$ cat config.mk
export PLATFORM = sky130hd
export DESIGN_NAME = seq_sub_bla
export DESIGN_NICKNAME = d
export VERILOG_FILES = /design/src/rtl/seq_sub_bla_pkg.sv /design/src/rtl/seq_sub_bla_bl4.sv /design/src/rtl/seq_sub_bla.sv
export SDC_FILE = /design/constraint.sdc
export NUM_CORES = 1
export LEC_CHECK = 0
export CAP_MARGIN = 20
export CORE_UTILIZATION = 50
export DETAILED_ROUTE_END_ITERATION = 16
export HOLD_SLACK_MARGIN = 0.08
export PLACE_DENSITY_LB_ADDON = 0.08
export SYNTH_ARGS = -nofsm -noshare
export SYNTH_HDL_FRONTEND = slang
export SYNTH_SLANG_ARGS = --single-unit
$ cat constraint.sdc
create_clock -name clk -period 2.9 [get_ports clk]
set_input_delay 0.725 -clock clk [delete_from_list [all_inputs] [get_ports clk]]
set_output_delay 0.725 -clock clk [all_outputs]
set_load 0.005 [all_outputs]
$ cat src/rtl/seq_sub_bla_pkg.sv
// Shared definitions for the nibble-serial subtractor: FSM state encoding and
// the counter-width helper.
package seq_sub_bla_pkg;

   typedef enum logic [1:0] {
      ST_IDLE = 2'd0,
      ST_RUN  = 2'd1,
      ST_DONE = 2'd2
   } state_e;

   // Counter width for NIB nibbles; never narrower than one bit.
   function automatic int unsigned cnt_width(input int unsigned nib);
      return (nib > 1) ? $clog2(nib) : 1;
   endfunction

endpackage

$ cat src/rtl/seq_sub_bla_bl4.sv
// Combinational 4-bit borrow look-ahead slice: d = a - b - bi, bo = borrow out.
module bl4 (
   input  logic [3:0] a,
   input  logic [3:0] b,
   input  logic       bi,
   output logic [3:0] d,
   output logic       bo
);

   logic [3:0] g;
   logic [3:0] p;
   logic [4:0] w;

   // Generate/propagate terms and two-level borrow look-ahead for w1..w4.
   always_comb begin
      g    = ~a & b;
      p    = ~(a ^ b);
      w[0] = bi;
      w[1] = g[0] | (p[0] & bi);
      w[2] = g[1] | (p[1] & g[0]) | (p[1] & p[0] & bi);
      w[3] = g[2] | (p[2] & g[1]) | (p[2] & p[1] & g[0])
           | (p[2] & p[1] & p[0] & bi);
      w[4] = g[3] | (p[3] & g[2]) | (p[3] & p[2] & g[1])
           | (p[3] & p[2] & p[1] & g[0]) | (p[3] & p[2] & p[1] & p[0] & bi);
      d    = a ^ b ^ w[3:0];
      bo   = w[4];
   end

endmodule

$ cat src/rtl/seq_sub_bla.sv
// Multi-cycle subtractor d = a - b - bi, one nibble per clock through a
// borrow look-ahead slice with the borrow registered between nibbles.
module seq_sub_bla
   import seq_sub_bla_pkg::*;
#(
   parameter int unsigned WIDTH = 32
) (
   input  logic             clk,
   input  logic             rst,
   input  logic             start,
   input  logic [WIDTH-1:0] a,
   input  logic [WIDTH-1:0] b,
   input  logic             bi,
   output logic             busy,
   output logic             done,
   output logic [WIDTH-1:0] d,
   output logic             bo,
   output logic             v,
   output logic             z,
   output logic             n
);

   localparam int unsigned NIB   = WIDTH / 4;
   localparam int unsigned CNT_W = cnt_width(NIB);
   localparam logic [CNT_W-1:0] CNT_LAST = CNT_W'(NIB - 1);

   state_e           state_q;
   logic [CNT_W-1:0] cnt_q;
   logic [WIDTH-1:0] ra_q;
   logic [WIDTH-1:0] rb_q;
   logic             brw_q;
   logic [WIDTH-1:0] sum_q;
   logic [WIDTH-1:0] d_q;
   logic             bo_q;
   logic             v_q;
   logic             z_q;
   logic             n_q;
   logic             busy_q;
   logic             done_q;

   logic [3:0]       a_nib;
   logic [3:0]       b_nib;
   logic [3:0]       nib_d;
   logic             nib_bo;
   logic [WIDTH+3:0] cat_d;
   logic [WIDTH-1:0] sum_d;
   logic             v_d;

   // Select the nibble of each operand addressed by the counter.
   always_comb begin
      a_nib = ra_q[{cnt_q, 2'b00} +: 4];
      b_nib = rb_q[{cnt_q, 2'b00} +: 4];
   end

   bl4 u_bl4 (
      .a  (a_nib),
      .b  (b_nib),
      .bi (brw_q),
      .d  (nib_d),
      .bo (nib_bo)
   );

   // Partial result is a right-shifting register: each new nibble enters at
   // the top, so after NIB steps nibble 0 sits at bit 0 and the value is the
   // complete difference.
   always_comb begin
      cat_d = {nib_d, sum_q};
      sum_d = cat_d[WIDTH+3:4];
      v_d   = (ra_q[WIDTH-1] ^ rb_q[WIDTH-1]) & (ra_q[WIDTH-1] ^ sum_d[WIDTH-1]);
   end

   // Control FSM, operand/borrow registers and registered result/flags.
   always_ff @(posedge clk) begin
      if (rst) begin
         state_q <= ST_IDLE;
         cnt_q   <= '0;
         ra_q    <= '0;
         rb_q    <= '0;
         brw_q   <= 1'b0;
         sum_q   <= '0;
         d_q     <= '0;
         bo_q    <= 1'b0;
         v_q     <= 1'b0;
         z_q     <= 1'b0;
         n_q     <= 1'b0;
         busy_q  <= 1'b0;
         done_q  <= 1'b0;
      end else begin
         case (state_q)
            ST_IDLE, ST_DONE: begin
               done_q <= 1'b0;
               if (start) begin
                  ra_q    <= a;
                  rb_q    <= b;
                  brw_q   <= bi;
                  cnt_q   <= '0;
                  sum_q   <= '0;
                  busy_q  <= 1'b1;
                  state_q <= ST_RUN;
               end else begin
                  state_q <= ST_IDLE;
               end
            end
            ST_RUN: begin
               brw_q <= nib_bo;
               sum_q <= sum_d;
               cnt_q <= cnt_q + 1'b1;
               if (cnt_q == CNT_LAST) begin
                  d_q     <= sum_d;
                  bo_q    <= nib_bo;
                  v_q     <= v_d;
                  z_q     <= ~|sum_d;
                  n_q     <= sum_d[WIDTH-1];
                  busy_q  <= 1'b0;
                  done_q  <= 1'b1;
                  state_q <= ST_DONE;
               end
            end
            default: begin
               busy_q  <= 1'b0;
               done_q  <= 1'b0;
               state_q <= ST_IDLE;
            end
         endcase
      end
   end

   assign busy = busy_q;
   assign done = done_q;
   assign d    = d_q;
   assign bo   = bo_q;
   assign v    = v_q;
   assign z    = z_q;
   assign n    = n_q;

endmodule

; ---- After elaboration in Yosys (flattened, before gate mapping)
; Index checks and enable logic that the tools add are counted.
[totals]
reg_bits = 140
latchBits = 0
ram_bits = 0
rom_bits = 0
input_bits = 68
n_memories = 0
[op_classes]
addsub = 1
n_mul = 0
div_mod_pow = 0
n_lt_le_gt_ge = 0
n_eq_ne = 5
n_shift = 2
n_mux = 12
n_bitwise = 35
n_reduce_logical = 10
[ops]
columns = op, n
row1 = $pmux 32 s2, 1
row2 = $shiftx 32x6->4, 2
row3 = $mux 32, 1
row4 = $reduce_or 32->1, 1
row5 = $and 1x1->1, 17
row6 = $or 1x1->1, 10
row7 = $not 4->4, 2
row8 = $reduce_and 2->1, 4
row9 = $xor 4x4->4, 2
row10 = $pmux 3 s2, 1
row11 = $and 4x4->4, 1
row12 = $mux 1, 4
row13 = $ne 2x2->1 const B, 2
row14 = $pmux 1 s2, 2
row15 = $pmux 2 s2, 1
row16 = $reduce_or 2->1, 2
row17 = $add 3x1->3 const B, 1
row18 = $eq 3x3->1 const B, 1
row19 = $mux 3, 1
row20 = $eq 2x1->1 const B, 1
row21 = $eq 2x2->1 const B, 1
row22 = $logic_not 2->1, 1
row23 = $mux 2, 1
row24 = $reduce_bool 2->1, 1
row25 = other kinds (3), 4

; ---- Depth between registers and ports, before layout
; Gate-level depths: netlist of run 1.
[depth]
word_depth = 10
ltp_mapped = 9

; ---- Hierarchy
; A second synthesis of run 1 with hierarchy kept.
[hier_totals]
hier_cells = 595
area_unflattened_um2 = 5372.7
[by_module_without_submodules]
columns = module, instances, cells_each, area_each_um2, seq_area_each_um2
row1 = seq_sub_bla, 1, 568, 5172.5, 2702.6
row2 = bl4, 1, 27, 200.2, 0.0

; ---- Least setup slack after synthesis of run 1
; Ideal clock, no wire load.
[synth_timing]
path_type = register to register
start = register cnt_q[0]
end = register z_q (netlist: z)
setup_time_ps = 116
arrival_time_ps = 2584
setup_slack_ps = 199
stages_incl_launch_ff = 10
path_cell_list = dfxtp_1 buf_6 buf_6 mux4_1 mux2i_1 ha_1 a211oi_1 o21bai_1 and4bb_2 a31o_2
[synth_between]
elab_chain_cells = 10
[synth_rtl]
columns = element, line_no
row1 = start: declaration, seq_sub_bla.sv:28  ; logic [CNT_W-1:0] cnt_q;
row2 = start signal: assignment, seq_sub_bla.sv:107  ; cnt_q <= cnt_q + 1'b1;
row3 = $shiftx 32x6->4 (on tied branches), "seq_sub_bla.sv:51, seq_sub_bla.sv:52"
row4 = $xor 4x4->4 / $not 4->4 (equally long branches), "seq_sub_bla_bl4.sv:17, seq_sub_bla_bl4.sv:25, seq_sub_bla_bl4.sv:16"
row5 = $not 4->4 / $and 4x4->4 (equally long branches), "seq_sub_bla_bl4.sv:17, seq_sub_bla_bl4.sv:16"
row6 = $and 1x1->1 (on tied branches), "seq_sub_bla_bl4.sv:21, seq_sub_bla_bl4.sv:22"
row7 = "$or 1x1->1, or another cell as far along", seq_sub_bla_bl4.sv:21  ; w[3] = g[2] | (p[2] & g[1]) | (p[2] & p[1] & g[0])
row8 = $or 1x1->1 / $and 1x1->1 (equally long branches), "seq_sub_bla_bl4.sv:21, seq_sub_bla_bl4.sv:22"
row9 = $or 1x1->1, seq_sub_bla_bl4.sv:22  ; | (p[2] & p[1] & p[0] & bi);
row10 = $xor 4x4->4, seq_sub_bla_bl4.sv:25  ; d = a ^ b ^ w[3:0];
row11 = $reduce_or 32->1, seq_sub_bla.sv:112  ; z_q <= ~|sum_d;
row12 = $logic_not 1->1, seq_sub_bla.sv:112
row13 = end signal: assignment, seq_sub_bla.sv:112
row14 = end: declaration, seq_sub_bla.sv:36  ; logic z_q;
; Several ways; a longest one is shown, not always the timed one.
; A chain may end at the register's enable or synchronous reset.

; ---- Worst setup path after layout of run 1
; Ends and elaborated chain as after synthesis.

==> results.json, run 1 <==
{
  "status": "completed",
  "clk_pin_slew_worst_paths_ps": 60,
  "clock_power_share": 0.467,
  "cts_setup_buffers": 0,
  "wl_um": 12500,
  "post_cts_resized": 0,
  "p_sw_frac": 0.237,
  "grt_usage": 0.239,
  "synthMostInstantiatedCell": "nand2_1",
  "drtIter0Drc": 197,
  "cp.required_ps": 3360,
  "drv_cap": 0,
  "hold_violations": 0,
  "ios": 106,
  "nNetsFinal": 763,
  "routedWlPerCell_um": 15.0,
  "synth-async-reset-ratio": 0,
  "synth-edff-count": 0,
  "worstReg2RegStart": "cnt_q[0]",
  "p_switching_uw": 1070,
  "dieWidth_um": 106,
  "synth.net_count": 667,
  "final_area_mm2": 0.00713,
  "instances_no_fill": 837,
  "min_period_ps": 2830,
  "final.setup_skew_ps": 10.0,
  "die_area_mm2": 0.0112,
  "cts.sinks": 135,
  "final_util": 0.688,
  "setup_viol": 0,
  "clockBufferDepth": 2,
  "vias_per_cell": 5.44,
  "cellLeakagePower_uw": 0.00267,
  "setup_ws_ps": 70.0,
  "startpoint": "cnt_q[0]",
  "port_buffers": 105,
  "critPathCaptureType": "flip-flop",
  "syn_area_per_cell_um2": 9.10,
  "place_inst": 805,
  "grt_overflow": 0,
  "critical-path-top-delay-family": "multiplexers",
  "synth-seq-cells": 135,
  "hpwl_um": 8770,
  "clock_latency_ps": 510,
  "grt_start_max_net_pins": 67,
  "worstHoldPathType": "flip-flop to flip-flop",
  "die_y_um": 106,
  "p_int_uw": 3460,
  "post-route-period-util": 0.976,
  "cp.arrival_ps": 3290,
  "firstDrtPassIters": 4,
  "clockRootBuffer": "clkbuf_8",
  "hold_start": "d[15]",
  "num_antenna_cells": 0,
  "ys_seq_area_frac": 0.502,
  "synth_top_area_frac": 0.502,
  "yosys-top-cells-area": "dfxtp_1 50%, nand2_1 13%, a21oi_1 9.2%",
  "vias": 4552,
  "p_per_area_mw_per_mm2": 635,
  "grt_setup_unrepaired": "yes",
  "crit_chain": "buf_4 > mux4_1 > mux2_2 > fa_1 > nor4b_2 > nand4_1 > and4bb_2 > a31o_2",
  "path_buf_inv": 1,
  "coreArea_mm2": 0.0104,
  "netlist_area_mm2": 0.00539,
  "rows": 37,
  "synth_ff_type": "dfxtp_1",
  "yosysWarnings": 0,
  "postPlaceCellArea_mm2": 0.00653,
  "cp_slowest_stage_delay_ps": 570,
  "synth_commonest_cells": "190 x nand2_1, 135 x dfxtp_1, 99 x a21oi_1",
  "grt_pass1_vias": 4493,
  "area.growth.synth_to_final_pct": 32.4,
  "ctsHoldBuffers": 0,
  "tritoncts": "yes",
  "share_comb_of_total_power": 0.098,
  "cts_buffers": 17,
  "max_clock_freq_mhz": 353,
  "worst_pin_slew_ps": 596,
  "slew_headroom": 0.602,
  "grt_pass1_wl_um": 21200,
  "cp_max_fo": 9,
  "ant_nets": 0,
  "p_seq_frac": 0.435,
  "antenna_found_initial": 0,
  "gp_congestion": 0.880,
  "drive_above_1_share": 0.0927,
  "route.detailed.drc": 0,
  "drv_slew": 0,
  "initial_core_util": 0.520,
  "syn_inst": 592,
  "preCtsSetupSlack_ps": 80.3,
  "path_class": "flip-flop to flip-flop",
  "cp-start-kind": "flip-flop",
  "ctsHtreeMaxLevel": 4,
  "vdd_drop_max_mv": 0.396,
  "crit_path_top_delay_cell": "mux4_1",
  "synth.distinct_cells": 46,
  "yosysTopAreaCell": "dfxtp_1",
  "finalPower_uw": 4530
}
-- cells by family after synthesis --
group / count (synthesis) / share of synthesized area
buf+inv: 45 / 0.0425
simple gates: 230 / 0.177
flops: 135 / 0.502
fa+ha+maj: 7 / 0.0176
xor+xnor: 1 / 0.00163
mux: 24 / 0.0924
compound gates: 150 / 0.168
-- cells in the final DEF (no fill, tap or decap), drive strengths merged, types with 2 or more instances in the layout --
cell type / Yosys / routed
a211oi: 5 / 5
a21o: 2 / 2
a21oi: 99 / 99
a22o: 26 / 26
a22oi: 2 / 2
buf: 28 / 16
bufinv: 0 / 3
clkbuf: 15 / 17
clkdlybuf4s50: 0 / 104
clkinv: 0 / 7
clkinvlp: 0 / 3
dfxtp: 135 / 135
ha: 6 / 6
inv: 2 / 4
mux2: 4 / 4
mux2i: 4 / 4
mux4: 16 / 16
nand2: 190 / 190
nand2b: 3 / 3
nand4: 2 / 2
nor2: 17 / 17
nor2b: 2 / 2
nor4: 6 / 6
o21ai: 7 / 7
o21bai: 2 / 2
-- cell type report --
type                    instances  area [um2]
clock buffers                  17         414
clock inverters                15         176
fillers                       848        3240
inverters                       2        7.51
multi-input cells             412        2480
flip-flops and latches        135        2700
well taps                     136         170
repair buffers                120        1190
-- per-layer routing --
metal / global-route usage / share of wire
met1: 0.289 / 0.43
met2: 0.412 / 0.51
met3: 0.0563 / 0.039
met4: 0.0883 / 0.017
met5: 0 / 0
-- worst register-to-register path: cells and delay by family (launching register included) --
kind / cells / cell delay [ps]
buffers and inverters: 1 / 190
and+or+nand+nor: 3 / 660
muxes: 2 / 890
adders and majority gates: 1 / 560
AOI/OAI and AO/OA: 1 / 140
DFF: 1 / 340
-- power by group through the flow --
stage	clock (uW)	sequential, uW	combinational (uW)
floorplan	0	1990	284
global placement	0	2010	426
detailed placement	0	2010	439
CTS	2140	1970	442
global route	2240	1980	491
finish	2120	1970	446
-- through the flow --
stage / TNS (ps) / hold WS (ps)
after floorplan: 0 / 432
after global placement: 0 / 442
final: 0 / 451
after CTS: 0 / 455
after detailed placement: 0 / 447
after global routing: -141 / 470
-- final timing paths --
kind / to / slack, ps / cells after the start
max: z / 70 / 8
min: d[15] / 450 / 2
max reg2reg: z / 70 / 8
min reg2reg: d[15] / 450 / 2
-- flip-flops by register name, summed over array words and instances, names as in the netlist --
register / cells
cnt_q: 3
state_q: 2
done: 1
busy: 1
ra_q: 32
z: 1
rb_q: 32
brw_q: 1
bo: 1
d: 32
v: 1
sum_q: 28
Note: power is estimated with default switching activity, not from simulation.
==> run 2, diff against run 1 <==
--- a/config.mk
+++ b/config.mk
@@ -10,6 +10,7 @@
 export DETAILED_ROUTE_END_ITERATION = 16
 export HOLD_SLACK_MARGIN = 0.08
 export PLACE_DENSITY_LB_ADDON = 0.08
+export SLEW_MARGIN = 20
 export SYNTH_ARGS = -nofsm -noshare
 export SYNTH_HDL_FRONTEND = slang
 export SYNTH_SLANG_ARGS = --single-unit
==> results of run 2 <==
Same layout as run 1: the final DEF is identical, and so are final timing and power.
